[src/rtl/parity_arbiter_jdl25175.sv]
// Two-requester round-robin arbiter feeding a shared 9-bit parity checker and one result register.
// Optional per-requester mismatch counters are enabled with macro PARITY_ERRCNT_EN.
module parity_arbiter_jdl25175 #(
    parameter int unsigned PRIORITY_INIT = 0,
    parameter int unsigned ERRCNT_W      = 8
) (
    input  logic                clk,
    input  logic                reset,
    input  logic                req0_valid,
    input  logic [8:0]          req0_data,
    input  logic                req0_exp,
    input  logic                req1_valid,
    input  logic [8:0]          req1_data,
    input  logic                req1_exp,
    output logic                req0_ready,
    output logic                req1_ready,
    output logic                out_valid,
    input  logic                out_ready,
    output logic                out_id,
    output logic [8:0]          out_data,
    output logic                out_even,
    output logic                out_odd,
    output logic                out_err
`ifdef PARITY_ERRCNT_EN
    ,
    output logic [ERRCNT_W-1:0] err_cnt0,
    output logic [ERRCNT_W-1:0] err_cnt1
`endif
);

    localparam int unsigned DATA_W = 9;

    if (PRIORITY_INIT > 1) begin : g_bad_prio
        $error("PRIORITY_INIT must be 0 or 1");
    end
    if (ERRCNT_W == 0) begin : g_bad_errcnt_w
        $error("ERRCNT_W must be at least 1");
    end

    logic              r_out_valid;
    logic              r_out_id;
    logic [DATA_W-1:0] r_out_data;
    logic              r_out_even;
    logic              r_out_odd;
    logic              r_out_err;
    logic              r_ptr;

    logic              w_slot_free;
    logic              w_gnt0;
    logic              w_gnt1;
    logic              w_grant;
    logic              w_sel_id;
    logic [DATA_W-1:0] w_sel_data;
    logic              w_sel_exp;
    logic              w_odd;
    logic              w_even;
    logic              w_err;

    // Grant selection: a lone requester wins, a tie goes to the pointer, nothing while in reset or stalled.
    always_comb begin
        w_slot_free = 1'b0;
        w_gnt0      = 1'b0;
        w_gnt1      = 1'b0;
        w_slot_free = !r_out_valid || out_ready;
        if (!reset && w_slot_free) begin
            if (req0_valid && req1_valid) begin
                w_gnt0 = (r_ptr == 1'b0);
                w_gnt1 = (r_ptr == 1'b1);
            end else begin
                w_gnt0 = req0_valid;
                w_gnt1 = req1_valid;
            end
        end
    end

    assign w_grant = w_gnt0 || w_gnt1;
    assign w_sel_id = w_gnt1;

    // Shared parity unit operates on whichever word is granted.
    always_comb begin
        w_sel_data = req0_data;
        w_sel_exp  = req0_exp;
        if (w_sel_id) begin
            w_sel_data = req1_data;
            w_sel_exp  = req1_exp;
        end
    end

    assign w_odd  = ^w_sel_data;
    assign w_even = ~w_odd;
    assign w_err  = w_odd ^ w_sel_exp;

    assign req0_ready = w_gnt0;
    assign req1_ready = w_gnt1;

    // Result register and round-robin pointer; a grant overwrites any result drained this cycle.
    always_ff @(posedge clk) begin
        if (reset) begin
            r_out_valid <= 1'b0;
            r_out_id    <= 1'b0;
            r_out_data  <= '0;
            r_out_even  <= 1'b0;
            r_out_odd   <= 1'b0;
            r_out_err   <= 1'b0;
            r_ptr       <= 1'(PRIORITY_INIT);
        end else if (w_grant) begin
            r_out_valid <= 1'b1;
            r_out_id    <= w_sel_id;
            r_out_data  <= w_sel_data;
            r_out_even  <= w_even;
            r_out_odd   <= w_odd;
            r_out_err   <= w_err;
            r_ptr       <= ~w_sel_id;
        end else if (r_out_valid && out_ready) begin
            r_out_valid <= 1'b0;
        end
    end

    assign out_valid = r_out_valid;
    assign out_id    = r_out_id;
    assign out_data  = r_out_data;
    assign out_even  = r_out_even;
    assign out_odd   = r_out_odd;
    assign out_err   = r_out_err;

`ifdef PARITY_ERRCNT_EN
    logic [ERRCNT_W-1:0] r_err_cnt0;
    logic [ERRCNT_W-1:0] r_err_cnt1;

    // Saturating mismatch counters, bumped when an erroneous result is loaded.
    always_ff @(posedge clk) begin
        if (reset) begin
            r_err_cnt0 <= '0;
            r_err_cnt1 <= '0;
        end else if (w_grant && w_err) begin
            if (!w_sel_id && (r_err_cnt0 != {ERRCNT_W{1'b1}})) begin
                r_err_cnt0 <= r_err_cnt0 + ERRCNT_W'(1);
            end
            if (w_sel_id && (r_err_cnt1 != {ERRCNT_W{1'b1}})) begin
                r_err_cnt1 <= r_err_cnt1 + ERRCNT_W'(1);
            end
        end
    end

    assign err_cnt0 = r_err_cnt0;
    assign err_cnt1 = r_err_cnt1;
`endif

endmodule

[config.mk]
export PLATFORM = sky130hd
export DESIGN_NAME = parity_arbiter_jdl25175
export DESIGN_NICKNAME = d
export VERILOG_FILES = /design/src/rtl/parity_arbiter_jdl25175.sv
export SDC_FILE = /design/constraint.sdc
export NUM_CORES = 1
export LEC_CHECK = 0
export CAP_MARGIN = 40
export CORE_ASPECT_RATIO = 0.9
export CORE_MARGIN = 5
export CORE_UTILIZATION = 42
export DETAILED_ROUTE_END_ITERATION = 10
export PLACE_DENSITY = 0.83
export SETUP_SLACK_MARGIN = 0.02
export SLEW_MARGIN = 20
export SYNTH_ARGS = -nofsm -noshare
export SYNTH_HDL_FRONTEND = slang
export SYNTH_SLANG_ARGS = --single-unit
[constraint.sdc]
create_clock -name clk -period 4.97 [get_ports clk]
set_clock_uncertainty 0.1 [all_clocks]
set_input_delay 0.994 -clock clk [delete_from_list [all_inputs] [get_ports clk]]
set_output_delay 0.994 -clock clk [all_outputs]
set_load 0.03 [all_outputs]
Word-level counts from Yosys, hierarchy flattened
Index checks and enable logic that the tools add are counted.

Flip-flop bits (word level): 15. Input port bits: 25. Output and inout port bits: 16.

Mux-type cells: 8. Bitwise operators: 4. Reductions and logical operators: 9.

Operators by type and width (count): 9-bit two-way mux (1); 9-bit parity (1); 1-bit two-way mux (7); 1-bit logical AND (3); 1-bit inverter (3); 1-bit logical NOT (2); 1-bit logical OR (2); 2-bit nonzero test (1); 1-bit XOR (1).

Logic depth before layout (Yosys ltp)
Depth in word-level cells: 7. Depth in mapped cells: 8.

Worst setup path after synthesis
OpenSTA, ideal clock, no wires.

Path kind: input to output. Start: input port reset. End: output port req0_ready. Arrival: 1862 ps. Data required time: 3876 ps. Slack: 2014 ps. Cell stages on the path: 5. Buffers on the path: 3. Cell sequence: clkbuf_1 -> nor2_1 -> and3_1 -> buf_2 -> buf_4.

Longest elaborated chain between the ends: 3.

RTL lines: start: declaration (RTL line 8) `input logic reset,`; 1-bit logical NOT (RTL line 65) `if (!reset && w_slot_free) begin`; 1-bit logical AND (RTL line 65); 1-bit two-way mux (RTL line 65); end: declaration (RTL line 15) `output logic req0_ready,`.

Every way passes these cells.

Worst setup path after layout
Ends and elaborated chain as after synthesis.

==> impl_results.md <==
* Slew @ Worst Pin at approximately 330 ps
* Routed WL at 2036 µm
* Final core utilization at 66.86%
* Vias/cell at 4.880
* Clock root buffer master: clkbuf_4
* Predominant post-synthesis flop cell: dfxtp_1
* Max_cap viols at 0
* Sum Neg Setup Slack at 0 ps
* First-pass GRT wire length at 3470 µm
* Pins Over Slew Limit at 0
* Post-synth EDFFs at 0
* Setup violations, final at 0
* Starting Density at 43.73%
* Min-Delay Path Depth at 2
* DP Wirelength at 1610 µm
* Register-to-Register Path Depth at 7
* Launch point of the critical path: reset
* Vias at roughly 730
* Die footprint at between 0.002 and 0.003 mm²
* Flop2flop setup slack at 3220 ps
* Fill cells at 178
* Gr usage total at 15.45%
* Hold Buf Count CTS at 0
* Critical R2R Launch: out_valid
* Fin crit period at 4041 ps
* Area Growth Syn to Fin at 52.92%
* Core area at roughly 0.0019 mm²
* Clk sink count at 15
* Port Buffers at 40
* Slew headroom at about four fifths
* Worst Hold Class: reg2reg
* Overflow after GRT at 0
* RSZ-0062 raised after global routing: no
* CP max-delay cell: clkdlybuf4s50_1
* Worst path cell trace: clkdlybuf4s50_1 > buf_4 > nor2_1 > and3_1 > buf_4 > clkdlybuf4s50_1
* Seq cells post-synth at 15
* Power per cell area at 273.0 mW/mm²
* Die W at 57.06 µm
* CP top delay family: buffers and inverters
* Final Hold Fails at 0
* Leakage power at 0.4880 nW
* Die Ht at 52.35 µm
* Syn Std Cell Area at about 840 µm²
* H-tree levels at 1
* DRC viols at 0
* Worst Hold Path EP: out_id
* Initial antenna violation count at 0
* Pin count of the biggest net entering global routing at 24
* Clk buf depth at 2
* TritonCTS clock tree: built
* Fmax at about 0.25 GHz
* Syn_nets at 111
* CP Capture Type: output port
* Largest stage delay, worst path at about 700 ps
* ANT cells at 0
* IO Pins at 41
* Synth Area per Inst at roughly 10 µm²
* Worst hold start: out_id
* Startpoint type of the worst setup path: input pin
* Peak supply drop at around 0.00027 V
* Worst-Skew Late Latency at about 290 ps
* Yosys Warn Count at 0
* Post-CTS sizing at 0
* Post-CTS Setup Inserts at 0
* Distinct cell type count after synthesis at 22
* Routability Congestion at slightly below 0.8
* DRT iter0 DRCs at 4
* 1st-pass router iterations at 4
* CTS buffer count at 3
* Site Rows at 15
* CP max FO at 16
* Cell count after synthesis at 86
* CP arrival at 2950 ps
* Post-synth ARST share at 0%
* Final period util at 81.30%
* Fin nets at 151
* Worst Path Buf+Inv at 4
* Vias in the first global route at 786
* CP required at 3880 ps
* Kind of critical path: in2out
* Status: complete, no violations
* Sequential area share after synthesis at 35.87%
* Routed WL per cell at about 14 µm
* Layout cell share with drive strength beyond 1 at roughly 8%
* Reg-to-reg endpoint: out_even
* CTS clk-pin slew, worst paths at 90 ps
* Antenna-violating nets left at 0
## per-layer routing
layer	global-route usage, %	up-vias	wire [µm]
met5	0	-	0
met3	7.882	4	200
li1	-	375	-
met4	5.019	0	27
met2	25.29	33	954
met1	17.46	320	853
## worst max path at each step
stage,endpoint,slack [ps],cells past startpoint
4_1_cts,req0_ready,920,6
3_3_place_gp,req0_ready,990,6
3_5_place_dp,req0_ready,920,6
6_report,req0_ready,930,6
5_1_grt,req1_ready,860,6
2_1_floorplan,req0_ready,2010,5
## stage by stage
stage,power [mW],hold WS [ps],instances,worst slack (ps),cell area (µm²)
CTS,0.3533,378.9,150,922.1,1280
detailed placement,0.2798,361.5,146,921.9,1252
floorplan,0.2263,371.0,86,2014,837.1
finish,0.3495,374.8,150,929.4,1280
global placement,0.2767,361.3,146,989.1,1252
global route,0.3734,400.3,150,862.5,1280
## synthesized netlist by cell type (2+ instances only)
| cell type | n | area share [%] |
|---|---|---|
| nor2_1 | 15 | 6.7 |
| xnor2_1 | 10 | 10 |
| a211oi_1 | 11 | 9.9 |
| xor2_1 | 2 | 2.1 |
| inv_1 | 2 | 0.90 |
| dfxtp_1 | 15 | 36 |
| clkbuf_1 | 5 | 2.2 |
| xnor3_1 | 2 | 5.4 |
| mux2i_1 | 11 | 13 |
## kinds of logic after synthesis
| kind of cell | Yosys count | synth area share (%) |
|---|---|---|
| AOI/OAI and AO/OA | 13 | 11.96 |
| xor gates and xnor gates | 15 | 19.88 |
| buffers and inverters | 9 | 4.634 |
| DFF | 15 | 35.87 |
| muxes | 12 | 14.80 |
| and+or+nand+nor | 22 | 12.86 |
## layout by cell type, fill, tap and decap left out, types with 2 or more instances in the layout
master / count
nor2_1: 15
clkdlybuf4s50_1: 40
a211oi_1: 11
dfxtp_1: 15
inv_1: 2
buf_4: 2
mux2i_1: 11
xor2_1: 2
clkbuf_4: 3
xnor2_1: 10
xnor3_1: 2
## report_power, final
group | internal (mW) | switching [mW] | leakage [nW] | total, mW
Combinational | 0.0732 | 0.0665 | 0.347 | 0.140
Clock | 0.0300 | 0.0429 | 0.0177 | 0.0729
Sequential | 0.131 | 0.00566 | 0.124 | 0.137
## sequential cells by signal, indices dropped and copies added, names as in the netlist
signal and cells:
out_id 1, out_even 1, r_ptr 1, out_odd 1, out_err 1, out_data 9
out_valid 1
## area by class of cell
cell class                 instances  area, µm²  share of cell area [%]
clock buffer                       3      22.52                   1.760
tap                               25      31.28                   2.444
clock inverter                     1      5.005                  0.3910
timing repair buffer              42      415.4                   32.45
inverter                           2      7.507                  0.5865
sequential                        15      300.3                   23.46
multi-input combinational         62      498.0                   38.91
## tightest hold or removal path: cells and delay by family (launching register included)
family                 cells  cell delay [ps]
AOI/OAI and AO/OA          1               60
DFF                        1              320
buffers and inverters      1               50
(Power assumes the default switching activity.)
